$ cat config.mk
export PLATFORM = sky130hd
export DESIGN_NAME = rk2_frame_rx_flat
export DESIGN_NICKNAME = d
export VERILOG_FILES = /design/src/rtl/rk2_frame_rx_if.sv /design/src/rtl/rk2_frame_rx.sv /design/src/flat_wrapper.sv
export SDC_FILE = /design/constraint.sdc
export NUM_CORES = 1
export LEC_CHECK = 0
export CAP_MARGIN = 20
export CORE_MARGIN = 1
export CORE_UTILIZATION = 55
export DETAILED_ROUTE_END_ITERATION = 10
export PLACE_DENSITY = 0.81
export SLEW_MARGIN = 10
export SYNTH_ARGS = -nofsm -noshare
export SYNTH_HDL_FRONTEND = slang
export SYNTH_SLANG_ARGS = --single-unit
$ cat constraint.sdc
create_clock -name clk -period 2.2 [get_ports clk]
set_clock_uncertainty 0.1 [all_clocks]
set_input_delay 0.44 -clock clk [delete_from_list [all_inputs] [get_ports clk]]
set_output_delay 0.44 -clock clk [all_outputs]
set_load 0.01 [all_outputs]
$ cat src/rtl/rk2_frame_rx_if.sv
// Beat-level receive bus for rk2_frame_rx: frame select and data in,
// result pulses, error reason and assembled payload out.
interface rk2_frame_rx_if #(
    parameter int DATA_W = 8,
    parameter int BEATS  = 2
);
    logic                      cs;
    logic [DATA_W-1:0]         d_in;
    logic                      ack;
    logic                      err;
    logic [1:0]                err_code;
    logic [DATA_W*BEATS-1:0]   d_out;

    modport master (
        output cs, d_in,
        input  ack, err, err_code, d_out
    );

    modport slave (
        input  cs, d_in,
        output ack, err, err_code, d_out
    );
endinterface

$ cat src/rtl/rk2_frame_rx.sv
// Framed beat receiver: header check, payload assembly, optional XOR checksum,
// one registered ack/err pulse per frame when the frame select goes high.
module rk2_frame_rx #(
    parameter int               DATA_W    = 8,
    parameter int               BEATS     = 2,
    parameter logic [DATA_W-1:0] HEADER   = DATA_W'(8'hCA),
    parameter bit               MSB_FIRST = 1'b1,
    parameter bit               CHECK_EN  = 1'b1
) (
    input  logic          clk,
    input  logic          rst,
    rk2_frame_rx_if.slave bus
);
    localparam int PW = DATA_W * BEATS;
    localparam int CW = $clog2(BEATS + 1);

    typedef enum logic [2:0] {
        IDLE     = 3'd0,
        HDR_OK   = 3'd1,
        PAYLOAD  = 3'd2,
        CHECK    = 3'd3,
        OVERRUN  = 3'd4,
        BAD_HDR  = 3'd5
    } state_t;

    function automatic logic [DATA_W-1:0] csum_step(input logic [DATA_W-1:0] acc,
                                                    input logic [DATA_W-1:0] beat);
        return acc ^ beat;
    endfunction

    function automatic logic [PW-1:0] payload_shift(input logic [PW-1:0] acc,
                                                    input logic [DATA_W-1:0] beat);
        logic [PW-1:0] ext;
        ext = PW'(beat);
        if (MSB_FIRST) begin
            return (acc << DATA_W) | ext;
        end else begin
            return (acc >> DATA_W) | (ext << (PW - DATA_W));
        end
    endfunction

    state_t            state_r, state_s;
    logic [CW-1:0]     cnt_r, cnt_s;
    logic [DATA_W-1:0] csum_r, csum_s;
    logic [PW-1:0]     shift_r, shift_s;
    logic              chk_got_r, chk_got_s;
    logic              chk_ok_r, chk_ok_s;
    logic              armed_r, armed_s;
    logic              res_ack_s, res_err_s;
    logic [1:0]        res_code_s;

    logic              ack_r, err_r;
    logic [1:0]        err_code_r;
    logic [PW-1:0]     d_out_r;

    // Next-state, frame bookkeeping and result decision for the current beat
    always_comb begin
        state_s    = state_r;
        cnt_s      = cnt_r;
        csum_s     = csum_r;
        shift_s    = shift_r;
        chk_got_s  = chk_got_r;
        chk_ok_s   = chk_ok_r;
        armed_s    = armed_r;
        res_ack_s  = 1'b0;
        res_err_s  = 1'b0;
        res_code_s = 2'd0;

        if (bus.cs) begin
            // A frame ends here; after reset this also arms the receiver.
            armed_s = 1'b1;
            state_s = IDLE;
            case (state_r)
                IDLE: begin
                    res_err_s = 1'b0;
                end
                HDR_OK, PAYLOAD, OVERRUN: begin
                    res_err_s  = 1'b1;
                    res_code_s = 2'd2;
                end
                CHECK: begin
                    if (CHECK_EN && !chk_got_r) begin
                        res_err_s  = 1'b1;
                        res_code_s = 2'd2;
                    end else if (CHECK_EN && !chk_ok_r) begin
                        res_err_s  = 1'b1;
                        res_code_s = 2'd3;
                    end else begin
                        res_ack_s = 1'b1;
                    end
                end
                BAD_HDR: begin
                    res_err_s  = 1'b1;
                    res_code_s = 2'd1;
                end
                default: begin
                    res_err_s = 1'b0;
                end
            endcase
        end else begin
            case (state_r)
                IDLE: begin
                    if (!armed_r) begin
                        state_s = IDLE;
                    end else if (bus.d_in == HEADER) begin
                        state_s   = HDR_OK;
                        csum_s    = bus.d_in;
                        cnt_s     = CW'(0);
                        shift_s   = PW'(0);
                        chk_got_s = 1'b0;
                        chk_ok_s  = 1'b0;
                    end else begin
                        state_s = BAD_HDR;
                    end
                end
                HDR_OK, PAYLOAD: begin
                    shift_s = payload_shift(shift_r, bus.d_in);
                    csum_s  = csum_step(csum_r, bus.d_in);
                    cnt_s   = cnt_r + CW'(1);
                    if (cnt_r == CW'(BEATS - 1)) begin
                        state_s = CHECK;
                    end else begin
                        state_s = PAYLOAD;
                    end
                end
                CHECK: begin
                    // CHECK doubles as "payload complete" when there is no checksum beat.
                    if (CHECK_EN && !chk_got_r) begin
                        chk_got_s = 1'b1;
                        chk_ok_s  = (bus.d_in == csum_r);
                    end else begin
                        state_s = OVERRUN;
                    end
                end
                OVERRUN, BAD_HDR: begin
                    state_s = state_r;
                end
                default: begin
                    state_s = IDLE;
                end
            endcase
        end
    end

    // Frame state registers
    always_ff @(posedge clk or posedge rst) begin
        if (rst) begin
            state_r   <= IDLE;
            cnt_r     <= CW'(0);
            csum_r    <= DATA_W'(0);
            shift_r   <= PW'(0);
            chk_got_r <= 1'b0;
            chk_ok_r  <= 1'b0;
            armed_r   <= 1'b0;
        end else begin
            state_r   <= state_s;
            cnt_r     <= cnt_s;
            csum_r    <= csum_s;
            shift_r   <= shift_s;
            chk_got_r <= chk_got_s;
            chk_ok_r  <= chk_ok_s;
            armed_r   <= armed_s;
        end
    end

    // Registered result pulses; d_out and err_code hold until the next result
    always_ff @(posedge clk or posedge rst) begin
        if (rst) begin
            ack_r      <= 1'b0;
            err_r      <= 1'b0;
            err_code_r <= 2'd0;
            d_out_r    <= PW'(0);
        end else begin
            ack_r <= res_ack_s;
            err_r <= res_err_s;
            if (res_ack_s) begin
                d_out_r    <= shift_r;
                err_code_r <= 2'd0;
            end else if (res_err_s) begin
                err_code_r <= res_code_s;
            end
        end
    end

    assign bus.ack      = ack_r;
    assign bus.err      = err_r;
    assign bus.err_code = err_code_r;
    assign bus.d_out    = d_out_r;
endmodule

$ cat src/flat_wrapper.sv
// flat-port wrapper written by rule: the top's interface ports become plain ports
module rk2_frame_rx_flat 
#(
    parameter int               DATA_W    = 8,
    parameter int               BEATS     = 2,
    parameter logic [DATA_W-1:0] HEADER   = DATA_W'(8'hCA),
    parameter bit               MSB_FIRST = 1'b1,
    parameter bit               CHECK_EN  = 1'b1
)
  (clk, rst, bus_cs, bus_d_in, bus_ack, bus_err, bus_err_code, bus_d_out);
  rk2_frame_rx_if #(.DATA_W(DATA_W), .BEATS(BEATS)) bus_i ();
  input  logic clk;
  input  logic rst;
  input wire logic [$bits(bus_i.cs)-1:0] bus_cs;
  input wire logic [$bits(bus_i.d_in)-1:0] bus_d_in;
  output wire logic [$bits(bus_i.ack)-1:0] bus_ack;
  output wire logic [$bits(bus_i.err)-1:0] bus_err;
  output wire logic [$bits(bus_i.err_code)-1:0] bus_err_code;
  output wire logic [$bits(bus_i.d_out)-1:0] bus_d_out;
  assign bus_i.cs = bus_cs;
  assign bus_i.d_in = bus_d_in;
  assign bus_ack = bus_i.ack;
  assign bus_err = bus_i.err;
  assign bus_err_code = bus_i.err_code;
  assign bus_d_out = bus_i.d_out;
  rk2_frame_rx #(.DATA_W(DATA_W), .BEATS(BEATS), .HEADER(HEADER), .MSB_FIRST(MSB_FIRST), .CHECK_EN(CHECK_EN)) u_core (.clk(clk), .rst(rst), .bus(bus_i));
endmodule
## Word-level counts from Yosys, hierarchy flattened

Index checks and enable logic that the tools add are counted.

| storage, ports and cells | value |
|---|---|
| register bits after elaboration | 52 |
| bits of input ports | 11 |
| word-level logic and storage cells | 74 |

| cells by class | value |
|---|---|
| add/subtract/negate cells | 1 |
| equal/unequal tests | 13 |
| bitwise gates (word level) | 3 |
| multiplexer cells | 34 |
| reduce and logical (&&, ||, !) cells | 12 |

Operators with widths:

| kind | count |
|---|---|
| $mux W16 | 2 |
| $pmux W16 S2 | 1 |
| $mux W8 | 2 |
| $or A16 B8 Y16 | 1 |
| $pmux W8 S2 | 1 |
| $mux W2 | 7 |
| $mux W3 | 4 |
| $pmux W3 S4 | 1 |
| $mux W1 | 11 |
| $eq A8 B8 Y1 | 1 |
| $eq A8 B8 Y1 const B | 1 |
| $reduce_and A4 Y1 | 2 |
| $xor A8 B8 Y8 | 1 |
| $eq A3 B2 Y1 const B | 2 |
| $eq A3 B3 Y1 const B | 2 |
| $pmux W1 S2 | 3 |
| $pmux W2 S3 | 1 |
| $reduce_bool A2 Y1 | 3 |
| $reduce_and A5 Y1 | 1 |
| $ne A2 B1 Y1 const B | 2 |
| $ne A2 B2 Y1 const B | 2 |
| $pmux W2 S2 | 1 |
| $reduce_or A2 Y1 | 2 |
| $reduce_or A4 Y1 | 1 |
| 8 further kinds | 8 |

## Depth between registers and ports, before layout

Gate-level depths: netlist of run 1.

| depth | value |
|---|---|
| word-level depth | 6 |
| mapped depth | 7 |
| depth with buffers taken out | 6 |

## Worst setup path before layout of run 1

Ideal clock, no wire load.

| path | value |
|---|---|
| path kind | in2reg |
| start | in bus_cs |
| end | reg u_core.d_out_r[10], in the netlist u_core.bus.d_out[10] |
| path buffers | 3 |
| required time | 1.975 ns |
| slack | 0.367 ns |
| library setup time | 0.125 ns |
| arrival time | 1.609 ns |
| stages | 5 |
| cell sequence | clkbuf_1 > and4b_1 > buf_2 > buf_2 > mux2_2 |

| between the ends | value |
|---|---|
| cells in the longest elaborated chain, start to end | 1 |

RTL lines:

| what | line | RTL |
|---|---|---|
| start, declared | flat_wrapper.sv:14 | `input wire logic [$bits(bus_i.cs)-1:0] bus_cs;` |
| $mux W1 | rk2_frame_rx.sv:69 | `if (bus.cs) begin` |
| net u_core.res_ack_s | rk2_frame_rx.sv:49 | `logic res_ack_s, res_err_s;` |
| end signal, assigned | rk2_frame_rx.sv:177 | `d_out_r <= shift_r;` |
| end, declared | rk2_frame_rx.sv:54 | `logic [PW-1:0] d_out_r;` |

The timed path passes the listed nets, and every way through them passes these cells.
A chain may end at the register's enable or synchronous reset.

## Worst setup path in the final report of run 1

| path | value |
|---|---|
| start | in bus_cs |
| end | reg u_core.csum_r[5] |

| between the ends | value |
|---|---|
| cells in the longest elaborated chain, start to end | 2 |

RTL lines:

| what | line | RTL |
|---|---|---|
| $not A1 Y1 (no line) | n/a |  |
| $reduce_and A4 Y1 (no line) | n/a |  |
| end signal, assigned | rk2_frame_rx.sv:158 | `csum_r <= csum_s;` |
| end, declared | rk2_frame_rx.sv:44 | `logic [DATA_W-1:0] csum_r, csum_s;` |

Every way passes these cells.

==> results of run 1 <==
kinds of logic after synthesis:
family | synth area share [%]
AOI/OAI and AO/OA | 9.581
and+or+nand+nor | 14.67
muxes | 14.67
xor gates and xnor gates | 3.111
DFF | 51.36
buffers and inverters | 6.124
adders and majority gates | 0.4937
synth_stat cells, types with 3 or more instances:
| library cell | number |
|---|---|
| o21ai_0 | 7 |
| inv_1 | 23 |
| nand3b_1 | 4 |
| a211oi_1 | 4 |
| mux2_2 | 17 |
| buf_2 | 4 |
| nor2_1 | 14 |
| dfrtp_1 | 52 |
| mux2i_1 | 18 |
| a21oi_1 | 6 |
| a31oi_1 | 4 |
| xor2_1 | 9 |
| nor2b_1 | 4 |
| and3_1 | 5 |
| nand2b_1 | 3 |
| nor4_1 | 3 |
| a32o_1 | 4 |
| clkbuf_1 | 7 |
| nand2_1 | 21 |
cell usage in the layout, fill, tap and decap left out, drive strengths merged, types with 5 or more instances in the layout:
cell type       n
dfrtp          52
clkdlybuf4s50  30
buf            25
inv            25
nand2          21
mux2i          18
mux2           17
nor2           15
xor2            9
o21ai           7
a21oi           6
and3            5
clkbuf          5
where the power goes:
part	switching, mW	internal, mW
sequential	0.181	1.15
clock	0.330	0.232
combinational	0.332	0.363
metal layers:
| layer | up-vias | wire length [µm] | GRT usage [%] |
|---|---|---|---|
| li1 | 908 | - | - |
| met1 | 922 | 2368 | 32.85 |
| met2 | 32 | 2330 | 34.40 |
| met3 | 8 | 123 | 3.752 |
| met4 | 0 | 82 | 8.000 |
| met5 | - | 0 | 0 |
final timing paths:
kind | to | slack [ns] | from
setup / recovery | u_core.csum_r[5]$_DFFE_PP0P_ | 0.28 | bus_cs
hold / removal | u_core.bus.d_out[13]$_DFFE_PP0P_ | 0.38 | rst
hold reg to reg | u_core.bus.d_out[13]$_DFFE_PP0P_ | 0.41 | u_core.bus.d_out[13]$_DFFE_PP0P_
setup reg to reg | u_core.bus.d_out[11]$_DFFE_PP0P_ | 0.40 | u_core.state_r[1]$_DFFE_PP0P_
min in group clk | u_core.bus.d_out[13]$_DFFE_PP0P_ | 0.41 | u_core.bus.d_out[13]$_DFFE_PP0P_
max in group asynchronous | u_core.csum_r[2]$_DFFE_PP0P_ | 1.38 | rst
final cells by class:
type	instances	area share, %
well taps	52	2.074
multi-input cells	147	34.34
clock buffers	5	2.194
flip-flops and latches	52	41.48
inverters	23	2.752
repair buffers	55	16.35
clock inverters	3	0.7978
registers in the layout, summed over array words and instances, names as in the netlist:
| register | count |
|---|---|
| u_core.state_r | 3 |
| u_core.cnt_r | 2 |
| u_core.bus.err | 1 |
| u_core.bus.ack | 1 |
| u_core.bus.d_out | 16 |
| u_core.csum_r | 8 |
| u_core.shift_r | 16 |
| u_core.chk_ok_r | 1 |
| u_core.bus.err_code | 2 |
| u_core.chk_got_r | 1 |
| u_core.armed_r | 1 |
worst min-delay path: cells and delay by family:
kind / cells / cell delay, ns
buf+inv: 3 / 0.74
metrics by stage:
stage / util (%) / std cells / setup TNS (ns)
floorplan: - / 235 / 0
global route: 71.55 / 337 / 0
finish: 71.55 / 337 / 0
global placement: 69.41 / 329 / -0.1853
detailed placement: 69.41 / 329 / -0.1573
CTS: 71.55 / 337 / 0
==> flow_summary_export.csv, run 1 <==
group,metric,value,unit
clock_tree,cts_max_level,2,
place,port-buffer-count,30,
outcome,status,"complete, no violations",
critical_path,worst_r2r_path_depth,4,
synthesis,ys.warnings.count,0,
floorplanning,core_area,4384,µm²
timing,fmax,520.5,MHz
critical_path,path_class,"in -> reg",
run,cap_viol_max_count,0,
place,gp_congestion,0.8601,
critical_path,path_cells,"clkdlybuf4s50_1 > buf_4 > nor4_1 > nand4_1 > a32o_1",
floorplanning,die_w,69.87,µm
critical_path,critPathLaunchType,"primary input",
timing,worst_pin_slew,0.3528,ns
timing,grt_setup_unrepaired,"no",
synthesis,synth_edf_count,0,
clock_tree,clock_latency,0.31,ns
floorplanning,fp.dieH,69.87,µm
critical_path,worst-path-buf-inv,2,
critical_path,cp_top_family,"buffers and inverters",
route,wl_per_cell,14.55,µm
clock_tree,numCtsBuffers,5,
layout,seqCellArea,1301,µm²
synthesis,synth.distinct_cells,39,
pwr,power.total,2.586,mW
clock_tree,cts.clk_slew.worst_paths,0.10,ns
floorplanning,dieArea,4882,µm²
grt,grt_pass1_vias,1783,
synthesis,synth_cells,235,
layout,fillers,343,
route,vias,1870,
floorplanning,rows,24,
synthesis,ys_seq_area_share,51.36,%
timing,final-setup-viol-count,0,
layout,drive_gt1_share,20.35,%
synthesis,synthesis.nets,247,
layout,area_delta_synth_final,23.80,%
timing,holdWs,0.3773,ns
grt,grt_pass1_wl,8.659,mm
clock_tree,hold_buffers,0,
timing,hold_violations,0,
layout,final_area,3137,µm²
clock_tree,clkSinkCount,52,
critical_path,required,2.30,ns
timing,finalMaxSlewViolations,0,
clock_tree,cts_root_buf,"clkbuf_8",
synthesis,synth_area_leaders,"dfrtp_1 51%, mux2_2 7.6%, mux2i_1 7.1%",
synthesis,avgSynthCellArea,10.78,µm²
layout,final_nets,296,
pwr,leakage,1.529,nW
clock_tree,clockBufferDepth,2,
layout,multi_input_area,1077,µm²
synthesis,synth_top_area_cell,"dfrtp_1",
timing,setup_slack,0.2788,ns
synthesis,synth_ff_type,"dfrtp_1",
route,ant_nets,0,
grt,grt_use_total,22.61,%
floorplanning,ios,31,
synthesis,synth_async_sr_flop_share,100.0,%
clock_tree,post-cts-setup-buffers,0,
place,dpl_cell_area,3043,µm²
critical_path,cp_max_fo,6,
clock_tree,cts_tree,"built",
critical_path,cp.depth,5,
place,pre_cts_ws,-0.03203,ns
synthesis,netlist_area,2534,µm²
grt,grt_max_degree,53,
timing,period_needed,1.921,ns
route,first_pass_iters,4,
timing,slew_headroom,76.48,%
floorplanning,start_util,57.79,%
grt,grt-ovfl-total,0,
synthesis,ys_ff_latch,52,
route,via_per_inst,5.549,
layout,diodes,0,
min_path,min_path_type,"in -> async",
route,drtIter0Drc,160,
critical_path,critPathArrivalTime,2.02,ns
critical_path,worst_setup_path_end_kind,"flip-flop",
critical_path,cpPeakStageDelay,0.50,ns
synthesis,yosysTopAreaCellShare,51.36,%
pwr,powerDensity,824.4,nW/µm²
pwr,irDropWorstVdd,0.4092,mV
route,drc,0,
place,place_hpwl,3.491,mm
timing,post-route-period-util,87.33,%
route,drt-total-wl,4.904,mm
critical_path,cp_slowest_cell,"clkdlybuf4s50_1",
clock_tree,cts.repair.resized,0,
grt,antenna_found_initial,0,
No activity file was read; power rests on OpenSTA's default activity.
==> run 2, diff against run 1 <==
Settings changed: CTS_BUF_LIST from default to sky130_fd_sc_hd__clkbuf_8.
==> results of run 2 <==
Final layout, timing and power as in run 1 (identical DEF).
